===== src/rtl/delay_pkg.sv =====
// Shared types and defaults for the multi-channel delay/tick generator.
package delay_pkg;

   typedef enum logic {IDLE, RUN} chan_state_e;
   typedef enum logic {MODE_PERIODIC, MODE_ONESHOT} delay_mode_e;

   localparam int DEF_PERIOD_C = 400000;

endpackage


===== src/rtl/delay_chan.sv =====
// One delay channel: IDLE/RUN FSM, expiry counter, period/mode registers, sticky err.
module delay_chan
   import delay_pkg::*;
#(
   parameter int CBITS      = 19,
   parameter int DEF_PERIOD = DEF_PERIOD_C
) (
   input  logic             clk,
   input  logic             rst,
   input  logic             cfg_we,
   input  logic [CBITS-1:0] cfg_period,
   input  logic             cfg_mode,
   input  logic             start,
   input  logic             stop,
   input  logic             sync,
   output logic             sig,
   output logic             flg,
   output logic             err,
   output logic             run
);

   chan_state_e      state_q, state_d;
   delay_mode_e      mode_q, mode_d;
   logic [CBITS-1:0] cnt_q, cnt_d;
   logic [CBITS-1:0] period_q, period_d;
   logic             sig_q, sig_d;
   logic             err_q, err_d;
   logic             expire;

   // NOTE: sequential state uses non-blocking assignments so every register samples pre-edge values.
   always_ff @(posedge clk or negedge rst) begin
      if (!rst) begin
         state_q  <= IDLE;
         mode_q   <= MODE_PERIODIC;
         cnt_q    <= '0;
         period_q <= CBITS'(DEF_PERIOD);
         sig_q    <= 1'b0;
         err_q    <= 1'b0;
      end else begin
         state_q  <= state_d;
         mode_q   <= mode_d;
         cnt_q    <= cnt_d;
         period_q <= period_d;
         sig_q    <= sig_d;
         err_q    <= err_d;
      end
   end

   assign expire = (cnt_q == period_q - CBITS'(1));

   // NOTE: every variable gets a default first so the combinational block cannot infer a latch.
   always_comb begin
      state_d  = state_q;
      mode_d   = mode_q;
      cnt_d    = cnt_q;
      period_d = period_q;
      sig_d    = 1'b0;
      err_d    = err_q;

      // Config lands before start, so a same-cycle start already uses the new period/mode.
      if (cfg_we) begin
         if (cfg_period == '0) begin
            err_d = 1'b1;
         end else begin
            period_d = cfg_period;
            mode_d   = delay_mode_e'(cfg_mode);
         end
      end

      case (state_q)
         IDLE: begin
            if (start && !stop) begin
               state_d = RUN;
               cnt_d   = '0;
            end
         end
         RUN: begin
            if (stop) begin
               state_d = IDLE;
               cnt_d   = '0;
            end else if (start) begin
               cnt_d = '0;
               err_d = 1'b1;
            end else if (sync) begin
               cnt_d = '0;
            end else if (expire) begin
               sig_d = 1'b1;
               cnt_d = '0;
               if (mode_q == MODE_ONESHOT) state_d = IDLE;
            end else begin
               cnt_d = cnt_q + CBITS'(1);
            end
         end
         default: state_d = IDLE;
      endcase
   end

   always_comb begin
      run = (state_q == RUN);
      flg = run && (cnt_q < period_q);
      sig = sig_q;
      err = err_q;
   end

endmodule


===== src/rtl/delay_multi.sv =====
// Multi-channel programmable delay/tick generator: cfg decode, cfg_ready mux, busy reduction.
// Optional DELAY_SYNC_EN adds a `sync` input that phase-aligns all running channels.
module delay_multi
   import delay_pkg::*;
#(
   parameter  int NCH        = 4,
   parameter  int CBITS      = 19,
   parameter  int DEF_PERIOD = DEF_PERIOD_C,
   localparam int CH_W       = (NCH > 1) ? $clog2(NCH) : 1
) (
   input  logic             clk,
   input  logic             rst,
   input  logic             cfg_valid,
   output logic             cfg_ready,
   input  logic [CH_W-1:0]  cfg_ch,
   input  logic [CBITS-1:0] cfg_period,
   input  logic             cfg_mode,
   input  logic [NCH-1:0]   start,
   input  logic [NCH-1:0]   stop,
`ifdef DELAY_SYNC_EN
   input  logic             sync,
`endif
   output logic [NCH-1:0]   sig,
   output logic [NCH-1:0]   flg,
   output logic [NCH-1:0]   err,
   output logic             busy
);

   logic [NCH-1:0] run;
   logic           ch_valid;
   logic           cfg_xfer;
   logic           sync_w;

`ifdef DELAY_SYNC_EN
   assign sync_w = sync;
`else
   assign sync_w = 1'b0;
`endif

   // Out-of-range channels always accept so a bad address cannot stall the requester.
   assign ch_valid  = int'(cfg_ch) < NCH;
   assign cfg_ready = !ch_valid || !run[cfg_ch];
   assign cfg_xfer  = cfg_valid && cfg_ready;
   assign busy      = |run;

   for (genvar gi = 0; gi < NCH; gi++) begin : g_chan
      delay_chan #(
         .CBITS      (CBITS),
         .DEF_PERIOD (DEF_PERIOD)
      ) u_chan (
         .clk        (clk),
         .rst        (rst),
         .cfg_we     (cfg_xfer && (int'(cfg_ch) == gi)),
         .cfg_period (cfg_period),
         .cfg_mode   (cfg_mode),
         .start      (start[gi]),
         .stop       (stop[gi]),
         .sync       (sync_w),
         .sig        (sig[gi]),
         .flg        (flg[gi]),
         .err        (err[gi]),
         .run        (run[gi])
      );
   end

endmodule


===== config.mk =====
export PLATFORM = sky130hd
export DESIGN_NAME = delay_multi
export DESIGN_NICKNAME = d
export VERILOG_FILES = /design/src/rtl/delay_pkg.sv /design/src/rtl/delay_chan.sv /design/src/rtl/delay_multi.sv
export SDC_FILE = /design/constraint.sdc
export NUM_CORES = 1
export LEC_CHECK = 0
export ABC_AREA = 1
export BUFFER_PORTS_ARGS = -buffer_cell sky130_fd_sc_hd__buf_2
export CAP_MARGIN = 20
export CORE_ASPECT_RATIO = 0.7
export CORE_MARGIN = 8
export CORE_UTILIZATION = 50
export CTS_CLUSTER_DIAMETER = 50
export CTS_CLUSTER_SIZE = 8
export DETAILED_ROUTE_END_ITERATION = 10
export GPL_ROUTABILITY_DRIVEN = 0
export PLACE_DENSITY = 0.63
export SYNTH_ARGS = -nofsm -noshare
export SYNTH_HDL_FRONTEND = slang
export SYNTH_SLANG_ARGS = --single-unit

===== constraint.sdc =====
create_clock -name clk -period 3.2 [get_ports clk]
set_input_delay 0.16 -clock clk [delete_from_list [all_inputs] [get_ports clk]]
set_output_delay 0.16 -clock clk [all_outputs]
set_load 0.01 [all_outputs]

# ---- Word level (Yosys, flattened, before mapping)
# Index checks and enable logic that the tools add are counted.
dict set report totals {
  register_bits 168
  output_inout_bits 14
  elab_cells 160
}
dict set report op_classes {
  add_sub_neg 8
  n_lt_le_gt_ge 5
  n_eq_ne 11
  mux 82
  n_bitwise 5
  reduce_logical 25
}
# op count
set ops {}
lappend ops {{$mux W19} 16}
lappend ops {{$pmux W19 S2} 4}
lappend ops {{$add A19 B1 Y19 const B} 4}
lappend ops {{$eq A19 B19 Y1} 4}
lappend ops {{$lt A19 B19 Y1} 4}
lappend ops {{$sub A19 B1 Y19 const B} 4}
lappend ops {{$mux W1} 57}
lappend ops {{$logic_not A19 Y1} 1}
lappend ops {{$logic_and A1 B1 Y1} 13}
lappend ops {{$ne A2 B1 Y1 const B} 4}
lappend ops {{$pmux W1 S2} 4}
lappend ops {{$reduce_and A2 Y1} 4}
lappend ops {{$logic_not A1 Y1} 5}
lappend ops {{$not A1 Y1} 5}
lappend ops {{$eq A2 B2 Y1 const B} 2}
lappend ops {{$reduce_or A4 Y1} 1}
lappend ops {{$lt A2 B3 Y1 const B} 1}
lappend ops {{$bmux W1 S2} 1}
lappend ops {{$eq A2 B1 Y1 const B} 1}
lappend ops {{$logic_not A2 Y1} 1}

# ---- Logic depth before layout (Yosys ltp)
# Gate-level depths: netlist (run 1).
dict set report depth {
  ltp_word 9
  mapped_depth 16
  ltp_nobuf 15
}

# ---- Hierarchy
# A second synthesis (run 1) with hierarchy kept.
dict set report unflattened {
  cells_unflattened 2181
  area_unflattened_um2 14619.0
}
# mod instances cells_each area_each_um2 seq_area_each_um2
set modules_own_cells {}
lappend modules_own_cells {{delay_chan at g_chan[1].u_chan ...} 2 543 3613.5 1058.5}
lappend modules_own_cells {{delay_chan at g_chan[0].u_chan} 1 547 3647.2 1058.5}
lappend modules_own_cells {{delay_chan at g_chan[3].u_chan} 1 523 3628.5 1058.5}
lappend modules_own_cells {delay_multi 1 25 116.4 0.0}

# ---- Worst setup path after synthesis (run 1)
# Ideal clock, no wire load.
dict set report synth_path {
  path_type {register to register}
  start {register g_chan[2].u_chan.period_q[0]}
  end {register g_chan[2].u_chan.cnt_q[14]}
  setup_time_ns 0.123
  arrival_time_ns 1.821
  setup_slack_ns 1.255
  path_stages_with_launch 15
  path_buffers 1
  period_less_slack_ns 1.945
  cell_sequence {dfrtp_1 -> inv_1 -> ha_1 -> nand2_4 -> nor2_8 -> nand2_2 -> nor2_1 -> nand2_1 -> nand2_1 -> nand2_1 -> nor2_2 -> nand3_2 -> nand2_4 -> buf_12 -> o21ai_2}
}
dict set report synth_between {
  elab_chain_len 6
}
# item line
set synth_lines {}
lappend synth_lines {{start, declared} delay_chan.sv:25} ;# logic [CBITS-1:0] period_q, period_d;
lappend synth_lines {{start signal, assigned} delay_chan.sv:36} ;# period_q <= CBITS'(DEF_PERIOD);
lappend synth_lines {{start signal, assigned} delay_chan.sv:43} ;# period_q <= period_d;
lappend synth_lines {{$sub A19 B1 Y19} delay_chan.sv:49} ;# assign expire = (cnt_q == period_q - CBITS'(1));
lappend synth_lines {{$eq A19 B19 Y1} delay_chan.sv:49}
lappend synth_lines {{$mux W19} delay_chan.sv:86} ;# end else if (expire) begin
lappend synth_lines {{$mux W19} delay_chan.sv:81} ;# end else if (start) begin
lappend synth_lines {{$mux W19} delay_chan.sv:78} ;# if (stop) begin
lappend synth_lines {{$pmux W19 S2} delay_chan.sv:70} ;# case (state_q)
lappend synth_lines {{end signal, assigned} delay_chan.sv:42} ;# cnt_q <= cnt_d;
lappend synth_lines {{end, declared} delay_chan.sv:24} ;# logic [CBITS-1:0] cnt_q, cnt_d;
# Every way passes these cells.
# A chain may end at the register's enable or synchronous reset.

# ---- Worst setup path in the final report (run 1)
dict set report layout_path {
  start {register g_chan[3].u_chan.cnt_q[4]}
  end {output flg[3]}
}
dict set report layout_between {
  elab_chain_len 2
}
# item line
set layout_lines {}
lappend layout_lines {{start, declared} delay_chan.sv:24}
lappend layout_lines {{start signal, assigned} delay_chan.sv:42}
lappend layout_lines {{$lt A19 B19 Y1} delay_chan.sv:100} ;# flg = run && (cnt_q < period_q);
lappend layout_lines {{$logic_and A1 B1 Y1} delay_chan.sv:100}
lappend layout_lines {{end, declared} delay_multi.sv:24} ;# output logic [NCH-1:0] flg,
# Every way passes these cells.

==> results of run 1 <==
[layout by cell type, fill, tap and decap left out, drive strengths merged, types with 2 or more instances in the layout]
cell         instances
dfrtp              144
a21oi               45
o21ai              149
nor2               230
and2                 2
clkinv               6
buf                 56
nand4               49
ha                  84
inv                240
nand3b              12
clkinvlp             3
clkbuf              22
nand2              566
or2                  4
dlygate4sd3         25
dfstp               24
a211o                3
nor4                 6
a31o                 2
o31ai                3
nor3                16
o22ai                2
a21o                 2
a211oi               6
xnor2               40
xor2                83
o21bai               8
bufinv               4
nand3              113
[kinds of logic (layout without fill, tap and decap cells)]
kind of cell / Yosys count / in the layout
buffers and inverters: 297 / 356
DFF: 168 / 168
adders and majority gates: 84 / 84
and+or+nand+nor: 999 / 999
xor gates and xnor gates: 125 / 125
AOI/OAI and AO/OA: 221 / 221
[power by group]
group	switching [mW]	total, mW	internal (mW)
Combinational	1.75	2.76	1.01
Sequential	0.427	2.91	2.49
Clock	0.896	2.23	1.33
[sequential cells by signal (all words and copies together) (netlist names)]
signal                  flops
g_chan.u_chan.period_q     76
g_chan.u_chan.run           4
g_chan.u_chan.cnt_q        76
g_chan.u_chan.mode_q        4
g_chan.u_chan.err           4
g_chan.u_chan.sig           4
[synthesized netlist by cell type (all sizes together)]
cell type,instances
a211o,3
nor3,16
nand4,49
a211oi,6
and3,1
clkbuf,22
a21o,2
xor3,1
xor2,83
xnor2,40
clkinv,4
dfstp,24
a31oi,1
dfrtp,144
buf,32
nor4,6
a21oi,45
o22ai,2
o31ai,3
o21ai,149
or2,4
nand3,113
nor2,230
ha,84
nand3b,12
and2,2
inv,239
o21bai,8
nand2,566
xnor3,1
a31o,2
[routing by layer]
layer  wire, um  part of all wire, %  GRT usage, %  up-vias
li1           -                    -             -     6136
met1      18600                   53          34.2     5487
met2      14000                   40          30.6      290
met3       1930                  5.5          4.56       37
met4        576                  1.6          5.19        0
met5          0                    0             0        -
[worst paths after layout]
kind,cells past startpoint,end,startpoint,slack [ns]
min in group asynchronous,2,g_chan[2].u_chan.cnt_q[3]$_DFFE_PN0P_,rst,0.37
worst max-delay path,9,flg[3],g_chan[3].u_chan.cnt_q[4]$_DFFE_PN0P_,0.47
worst max register to register,13,g_chan[3].u_chan.cnt_q[5]$_DFFE_PN0P_,g_chan[3].u_chan.period_q[1]$_DFFE_PN0P_,0.72
worst min register to register,2,g_chan[0].u_chan.err$_DFF_PN0_,g_chan[0].u_chan.err$_DFF_PN0_,0.48
max in group asynchronous,3,g_chan[3].u_chan.cnt_q[11]$_DFFE_PN0P_,rst,2.01
worst min-delay path,3,g_chan[3].u_chan.period_q[15]$_DFFE_PN0P_,cfg_period[15],0.01
[final cells by class]
cell class / count / area [um2] / share of cell area, %
Timing Repair Buffer: 81 / 614 / 4.19
Multi-Input combinational cell: 1429 / 7840 / 53.4
Tap cell: 364 / 455 / 3.10
Sequential cell: 168 / 4230 / 28.8
Clock buffer: 22 / 454 / 3.09
Clock inverter: 10 / 169 / 1.15
Inverter: 243 / 912 / 6.21
[tightest hold or removal path, cell delays in order]
cell	delay, ns
buf_2	0.14
nand2_1	0.06
o21ai_0	0.06
[metrics by stage]
| stage | hold slack (ns) | util [%] |
|---|---|---|
| after detailed placement | 0.297 | 52.0 |
| after global placement | 0.300 | 52.0 |
| final | 0.0143 | 55.5 |
| after CTS | 0.00672 | 55.3 |
| after global routing | 0.0218 | 55.5 |
| after floorplan | -0.136 | - |
==> impl_metrics.toml, run 1 <==
[run_status]
status = "completed"

[clock_network]
clock_path_buffers = 2
cts-root-buf = "clkbuf_16"
tritoncts = "yes"
htree_num_levels = 4
cts_sinks = 168
hold_buffers = 25
clock_latency_ns = 0.45
cts_setup_buffers = 0
postCtsResizedCells = 0
clk_pin_slew_ns = 0.07
cts_made_buffers = 17

[layout]
fillers = 2559
diodes = 0
area_growth_pct = 10.4
fin_nets = 2057
fin_cells = 2317
fin_area_mm2 = 0.0147
drive_above_1_share_pct = 9.98

[route]
wl_per_cell_um = 15.2
wirelength_um = 35200
num_vias = 12000
vias_per_cell = 5.16
firstDrtPassIters = 5
drc = 0
drt_iter0_markers = 885
drtAntennaViolNets = 0

[timing]
period_minus_slack_ns = 2.73
worst_pin_slew_ns = 1.00
rsz0062_at_grt = "no"
setup_slack_ns = 0.466
period_share_pct = 85.4
skew_ns = 0.0109
slew_viol_final = 0
slew_headroom_pct = 33.2
hold_violations = 0
setup_viol = 0
timing.fmax_ghz = 0.366
setup_tns_ns = 0

[yosys]
ys_types = 50
synth.area.top_cells = "dfrtp_1 (27%), nand2_1 (16%), ha_1 (7.9%)"
synthCells = 1894
yosysTopAreaCell = "dfrtp_1"
yosys-mux-area-fraction_pct = 0
synth_top_family_by_area = "simple AND/OR/NAND/NOR gates"
synth_top_area_share_pct = 27.1
syn_area_mm2 = 0.0133
synth_warnings = 0
synth_fa_ha_area_share_pct = 7.90
avgSynthCellArea_um2 = 7.02
yosysSeqAreaShare_pct = 31.8
synth-xor-area-share_pct = 8.45
syn_nets = 2011
synth-simple-area-share_pct = 33.1
synth-seq-cells = 168
synth_compound_area_share_pct = 9.44

[die]
ioPinCount = 47
start_util_pct = 50.3
die_area_mm2 = 0.0322
rows = 50
die_h_um = 152
die_x_um = 211
core_area_mm2 = 0.0265

[placement]
placed_cell_area_mm2 = 0.0138
hpwl_um = 27000
dp.cells = 2258
pre_cts_ws_ns = 0.770
io_buffers = 46

[global_routing]
grt_antenna_before_repair = 0
grt_pass1_wl_um = 57700
grt_max_degree = 88
grt_pass1_vias = 11000
grt.overflow.total = 0
grt_use_total_pct = 22.1

[pwr]
powerDensity_mw_per_mm2 = 538
cellLeakagePower_nw = 7.39
p_total_mw = 7.90
peakVddDrop_v = 0.000362

[worst_setup_path]
required_ns = 3.04
path_class = "reg2out"
cpMostUsedCell = "a21oi_1"
path_max_fanout = 8
cpMaxStageDelayCell = "dfrtp_1"
critical_path.top_delay_family = "compound AO/OA/AOI/OAI gates"
arrival_ns = 2.57
cp_slowest_stage_delay_ns = 0.56
crit_path_end_kind = "output pin"
cp_cell_sequence = "ha_1 -> a21oi_1 -> o21ai_0 -> a21oi_1 -> nor2_1 -> o21ai_0 -> a21oi_1 -> nor3_1 -> buf_2"
crit_buf_inv = 1
crit_path_start_kind = "flop"

[hold_path]
hp-class = "in2reg"

[job]
drv_cap = 0
No activity file was read; power rests on OpenSTA's default activity.
==> inputs of run 2 (changes only) <==
Settings changed: CORE_UTILIZATION 50 to 35, PLACE_DENSITY 0.63 to 0.46.
==> run 2 against run 1 <==
  * Maximum frequency fell by 2.0%
  * Sequential share of layout area fell by 0.093 points
  * Global-route usage fell by 4.5 points
  * Register-to-register slack got worse by 0.03 ns
  * Die area rose by 39%
  * Sequential cell count did not move
  * Clock skew rose by 0.0016 ns
  * Via count fell by 2.0%
  * Cell count rose by 5.4%
  * Cell area rose by 0.32%
  * First-iteration DRC count fell by 20%
  * Total power fell by 2.5%
  * Critical path type unchanged
  * Largest cell class unchanged
==> impl_metrics.toml, run 2 (synthesis gave the netlist of run 1 again) <==
[timing]
hold_violations = 0
setup_tns_ns = 0
worst_pin_slew_ns = 0.990
period_share_pct = 87.2
slew_viol_final = 0
setup_viol = 0
period_minus_slack_ns = 2.79
timing.fmax_ghz = 0.358
slew_headroom_pct = 34.0
skew_ns = 0.0125
rsz0062_at_grt = "no"

[placement]
hpwl_um = 30200
io_buffers = 46
dp.cells = 2387

[global_routing]
grt_pass1_wl_um = 62500
grt_antenna_before_repair = 0
grt_use_total_pct = 17.6
grt_pass1_vias = 11000
grt.overflow.total = 0
grt_max_degree = 64

[route]
drt_iter0_markers = 711
vias_per_cell = 4.80
num_vias = 11700
wirelength_um = 38400
wl_per_cell_um = 15.7
drc = 0
firstDrtPassIters = 5
drtAntennaViolNets = 0

[layout]
fin_util_pct = 39.5
fillers = 3965
fin_cells = 2442
multi_input_area_mm2 = 0.00784
fin_nets = 2058
layout_commonest_cell = "nand2_1"
drive_above_1_share_pct = 10.3
area_growth_pct = 10.7
diodes = 0
regArea_mm2 = 0.00423
reg_top3 = "g_chan.u_chan.cnt_q: 76 flops, g_chan.u_chan.period_q: 76 flops"
final_cell_mix = "nand2_1 (556), inv_1 (230), nor2_1 (205)"

[clock_network]
cts_sinks = 168
cts_made_buffers = 17
htree_num_levels = 4
hold_buffers = 23
postCtsResizedCells = 0
clock_path_buffers = 2
cts_setup_buffers = 0
clock_latency_ns = 0.45
tritoncts = "yes"
clk_pin_slew_ns = 0.07
cts-root-buf = "clkbuf_16"

[worst_setup_path]
path_class = "reg2out"
required_ns = 3.04
crit_path_end_kind = "output pin"
arrival_ns = 2.63
path_max_fanout = 4
crit_path_start_kind = "flop"

[pwr]
powerDensity_mw_per_mm2 = 523
peakVddDrop_v = 0.000413
p_total_mw = 7.71
cellLeakagePower_nw = 7.34

[die]
die_x_um = 249
ioPinCount = 47
die_area_mm2 = 0.0446
die_h_um = 179
core_area_mm2 = 0.0373
rows = 59
start_util_pct = 35.7

[job]
drv_cap = 0

[hold_path]
hp-class = "in2reg"

[run_status]
status = "completed"
## run 2: cell count changes in the layout (fill, tap and decap cells not counted)
| cell | change |
|---|---|
| buf_12 | +1 |
| buf_16 | -2 |
| buf_4 | +4 |
| bufinv_16 | -4 |
| clkbuf_1 | -3 |
| clkinv_2 | +3 |
| clkinv_4 | +1 |
| clkinvlp_4 | +1 |
| dlygate4sd3_1 | -2 |
| inv_6 | +2 |
## run 2: worst max-delay path, cell delays in order, from the launching register on
cell	delay, ns
dfrtp_1	0.44
inv_1	0.11
ha_1	0.31
a21oi_1	0.13
o21ai_0	0.12
a21oi_1	0.22
nor2_1	0.05
o21ai_0	0.21
a21oi_1	0.11
nor3_1	0.27
buf_2	0.20
## run 2: through the flow
step / instance area, um2 / setup slack [ns] / hold WS [ns]
6_report: 14700 / 0.410 / 0.0183
5_1_grt: 14700 / 0.131 / 0.00589
4_1_cts: 14700 / 0.350 / 0.00121
3_5_place_dp: 14000 / 0.688 / 0.219
3_3_place_gp: 14000 / 0.729 / 0.218
2_1_floorplan: 13300 / 1.26 / -0.136
## run 2: cell type report
| cell class | instances | area share [%] |
|---|---|---|
| Sequential cell | 168 | 28.8 |
| Clock inverter | 13 | 0.663 |
| Multi-Input combinational cell | 1429 | 53.2 |
| Tap cell | 488 | 4.15 |
| Inverter | 243 | 6.19 |
| Clock buffer | 19 | 3.01 |
| Timing Repair Buffer | 82 | 4.00 |
## run 2: routing by layer
metal	vias up	part of all wire, %	global-route usage [%]
li1	6128	-	-
met1	5358	56	27.9
met2	207	39	24.3
met3	23	4.0	2.61
met4	0	1.4	4.31
met5	-	0	0
## run 2: power by group
part	leakage, nW	internal (mW)	total, mW	switching, mW
Sequential	2.14	2.49	2.93	0.444
Combinational	4.94	1.00	2.78	1.78
Clock	0.256	1.02	1.99	0.972
Total	7.34	4.51	7.71	3.20
## run 2: final timing paths
path                                                           from                                   endpoint  slack (ns)  cells past startpoint
max                        g_chan[3].u_chan.period_q[2]$_DFFE_PN0P_                                     flg[3]        0.41                     10
min                                                        cfg_mode        g_chan[3].u_chan.mode_q$_DFFE_PN0P_        0.02                      3
max reg2reg                g_chan[3].u_chan.period_q[0]$_DFFE_PN0P_     g_chan[3].u_chan.cnt_q[12]$_DFFE_PN0P_        0.69                     13
min reg2reg                     g_chan[1].u_chan.mode_q$_DFFE_PN0P_        g_chan[1].u_chan.mode_q$_DFFE_PN0P_        0.49                      2
max in group asynchronous                                       rst  g_chan[2].u_chan.period_q[17]$_DFFE_PN1P_        2.06                      3
min in group asynchronous                                       rst      g_chan[3].u_chan.cnt_q[0]$_DFFE_PN0P_        0.27                      2
==> inputs of run 3 (changes only) <==
Clock period 3.2 ns to 2.6 ns, I/O delays scaled along.
==> run 3 against run 2 <==
  * Via count is 0.85% higher
  * Sequential power is 22% higher
  * Cell area is 2.4% higher
  * Largest cell class unchanged
  * Largest power group unchanged
==> impl_metrics.toml, run 3 (synthesis gave the netlist of run 1 again) <==
[route]
vias_per_cell = 4.78
firstDrtPassIters = 5
num_vias = 11800
drtAntennaViolNets = 0
drc = 0
wirelength_um = 39200
wl_per_cell_um = 15.9
drt_iter0_markers = 736

[worst_setup_path]
cp_cell_sequence = "inv_1 -> ha_1 -> a21oi_1 -> nor2_1 -> a211oi_2 -> a21oi_1 -> nor3_2 -> buf_2"
cp_slowest_stage_delay_ns = 0.58
required_ns = 2.47
crit_path_start_kind = "flop"
arrival_ns = 2.33
r2r-start = "g_chan[2].u_chan.run$_DFF_PN0_"
crit_buf_inv = 2
reg2reg_depth = 9
cpMaxStageDelayCell = "dfstp_2"
path_class = "reg2out"
path_max_fanout = 4
crit_path_end_kind = "output pin"
critical_path_cell_count = 8
r2r-end = "g_chan[3].u_chan.err$_DFF_PN0_"
cpMostUsedCell = "a21oi_1"
rrSetupSlack_ns = 0.23
critical_path.top_delay_family = "flip-flops"

[placement]
hpwl_um = 30800
placed_cell_area_mm2 = 0.0141
pre_cts_ws_ns = 0.193
io_buffers = 46

[timing]
setup_slack_ns = 0.137
period_minus_slack_ns = 2.46
skew_ns = 0.00888
setup_viol = 0
hold_violations = 0
timing.fmax_ghz = 0.406
period_share_pct = 94.7
whs_ns = 0.0264
slew_viol_final = 0
worst_pin_slew_ns = 0.590
slew_headroom_pct = 60.4

[clock_network]
clock_path_buffers = 2
cts-root-buf = "clkbuf_16"
htree_num_levels = 4
cts_sinks = 168
tritoncts = "yes"
clock_latency_ns = 0.46
clk_pin_slew_ns = 0.07
cts_made_buffers = 17

[die]
die_area_mm2 = 0.0446
start_util_pct = 35.7
rows = 59
core_area_mm2 = 0.0373
die_h_um = 179
ioPinCount = 47
die_x_um = 249

[global_routing]
grt_pass1_wl_um = 63200
grt_antenna_before_repair = 0
grt.overflow.total = 0
grt_pass1_vias = 11200
grt_use_total_pct = 17.9
grt_max_degree = 58

[pwr]
peakVddDrop_v = 0.000508
powerDensity_mw_per_mm2 = 640
p_total_mw = 9.66
cellLeakagePower_nw = 7.50

[hold_path]
hp-class = "in2reg"
hold-path-cell-count = 3
worstHoldEndpoint = "g_chan[1].u_chan.period_q[17]$_DFFE_PN1P_"
min-delay-start = "cfg_period[17]"

[layout]
layout_commonest_cell = "nand2_1"
reg_top3 = "g_chan.u_chan.cnt_q: 76 flops, g_chan.u_chan.period_q: 76 flops"
area_growth_pct = 13.4
fin_area_mm2 = 0.0151
drive_above_1_share_pct = 12.5
fin_nets = 2090
final_cell_mix = "nand2_1 (556), inv_1 (230), nor2_1 (203)"
diodes = 0

[run_status]
status = "completed"

[job]
drv_cap = 0
## run 3: cell count changes in the layout (fill, tap and decap cells not counted), moves of 2 or more
cell / before / now
ha_4: 0 / 2
clkinv_4: 3 / 1
nor3_1: 14 / 11
nor3_2: 0 / 3
o21ai_1: 2 / 4
dlygate4sd3_1: 23 / 30
dfrtp_1: 144 / 134
nor2_1: 205 / 203
dfrtp_2: 0 / 10
ha_1: 84 / 81
buf_4: 11 / 35
o21ai_2: 18 / 20
nor2_2: 16 / 18
o21ai_0: 129 / 125
## run 3: power breakdown
| group | total, mW | switching, mW | internal [mW] |
|---|---|---|---|
| combinational | 3.55 | 2.25 | 1.30 |
| clock | 2.53 | 1.21 | 1.32 |
| sequential | 3.58 | 0.515 | 3.07 |
| total | 9.66 | 3.97 | 5.69 |
## run 3: cell type report
| cell class | count | area (um2) |
|---|---|---|
| clock buffer | 18 | 429 |
| clock inverter | 14 | 124 |
| fill | 3927 | 22200 |
| inverter | 243 | 912 |
| multi-input combinational | 1429 | 7900 |
| sequential | 168 | 4250 |
| tap | 488 | 611 |
| timing repair buffer | 114 | 860 |
## run 3: worst register-to-register path: cells and delay by family, from the launching register on
kind	cells	cell delay, ns
AND/OR/NAND/NOR	6	1.14
flip-flops	1	0.38
AO/OA/AOI/OAI	1	0.07
buffers and inverters	2	0.72
## run 3: metrics by stage
stage | util, % | std cells | setup TNS (ns)
floorplan | - | 1894 | 0
global placement | 37.9 | 2409 | 0
detailed placement | 37.9 | 2409 | 0
CTS | 40.3 | 2474 | -0.00863
global route | 40.5 | 2474 | -0.0103
finish | 40.5 | 2474 | 0
## run 3: what timing repair did
| action | CTS | global route |
|---|---|---|
| endpoints found under the setup margin | 2 | 13 |
| setup buffers | 3 | 0 |
| hold buffers | 30 | 0 |
| pin swaps | 1 | 3 |
| cloned | 0 | 0 |
| gates resized for setup | 4 | 23 |
| hold endpoints to repair | 91 | 0 |
## run 3: per-layer routing
layer | up-vias | GRT usage, % | part of all wire, %
li1 | 6197 | - | -
met1 | 5412 | 28.2 | 57
met2 | 178 | 24.8 | 38
met3 | 29 | 2.49 | 3.6
met4 | 0 | 4.65 | 1.5
met5 | - | 0 | 0
## run 3: worst max path at each step
| stage | start | slack (ns) | endpoint |
|---|---|---|---|
| floorplan | g_chan[2].u_chan.period_q[0]$_DFFE_PN0P_ | 0.66 | g_chan[2].u_chan.cnt_q[14]$_DFFE_PN0P_ |
| global placement | g_chan[2].u_chan.period_q[0]$_DFFE_PN0P_ | 0.22 | g_chan[2].u_chan.cnt_q[3]$_DFFE_PN0P_ |
| detailed placement | g_chan[2].u_chan.period_q[0]$_DFFE_PN0P_ | 0.19 | g_chan[2].u_chan.cnt_q[2]$_DFFE_PN0P_ |
| CTS | g_chan[3].u_chan.period_q[2]$_DFFE_PN0P_ | -0.009 | flg[3] |
| global route | g_chan[3].u_chan.period_q[2]$_DFFE_PN0P_ | -0.01 | flg[3] |
| finish | g_chan[3].u_chan.period_q[12]$_DFFE_PN1P_ | 0.14 | flg[3] |
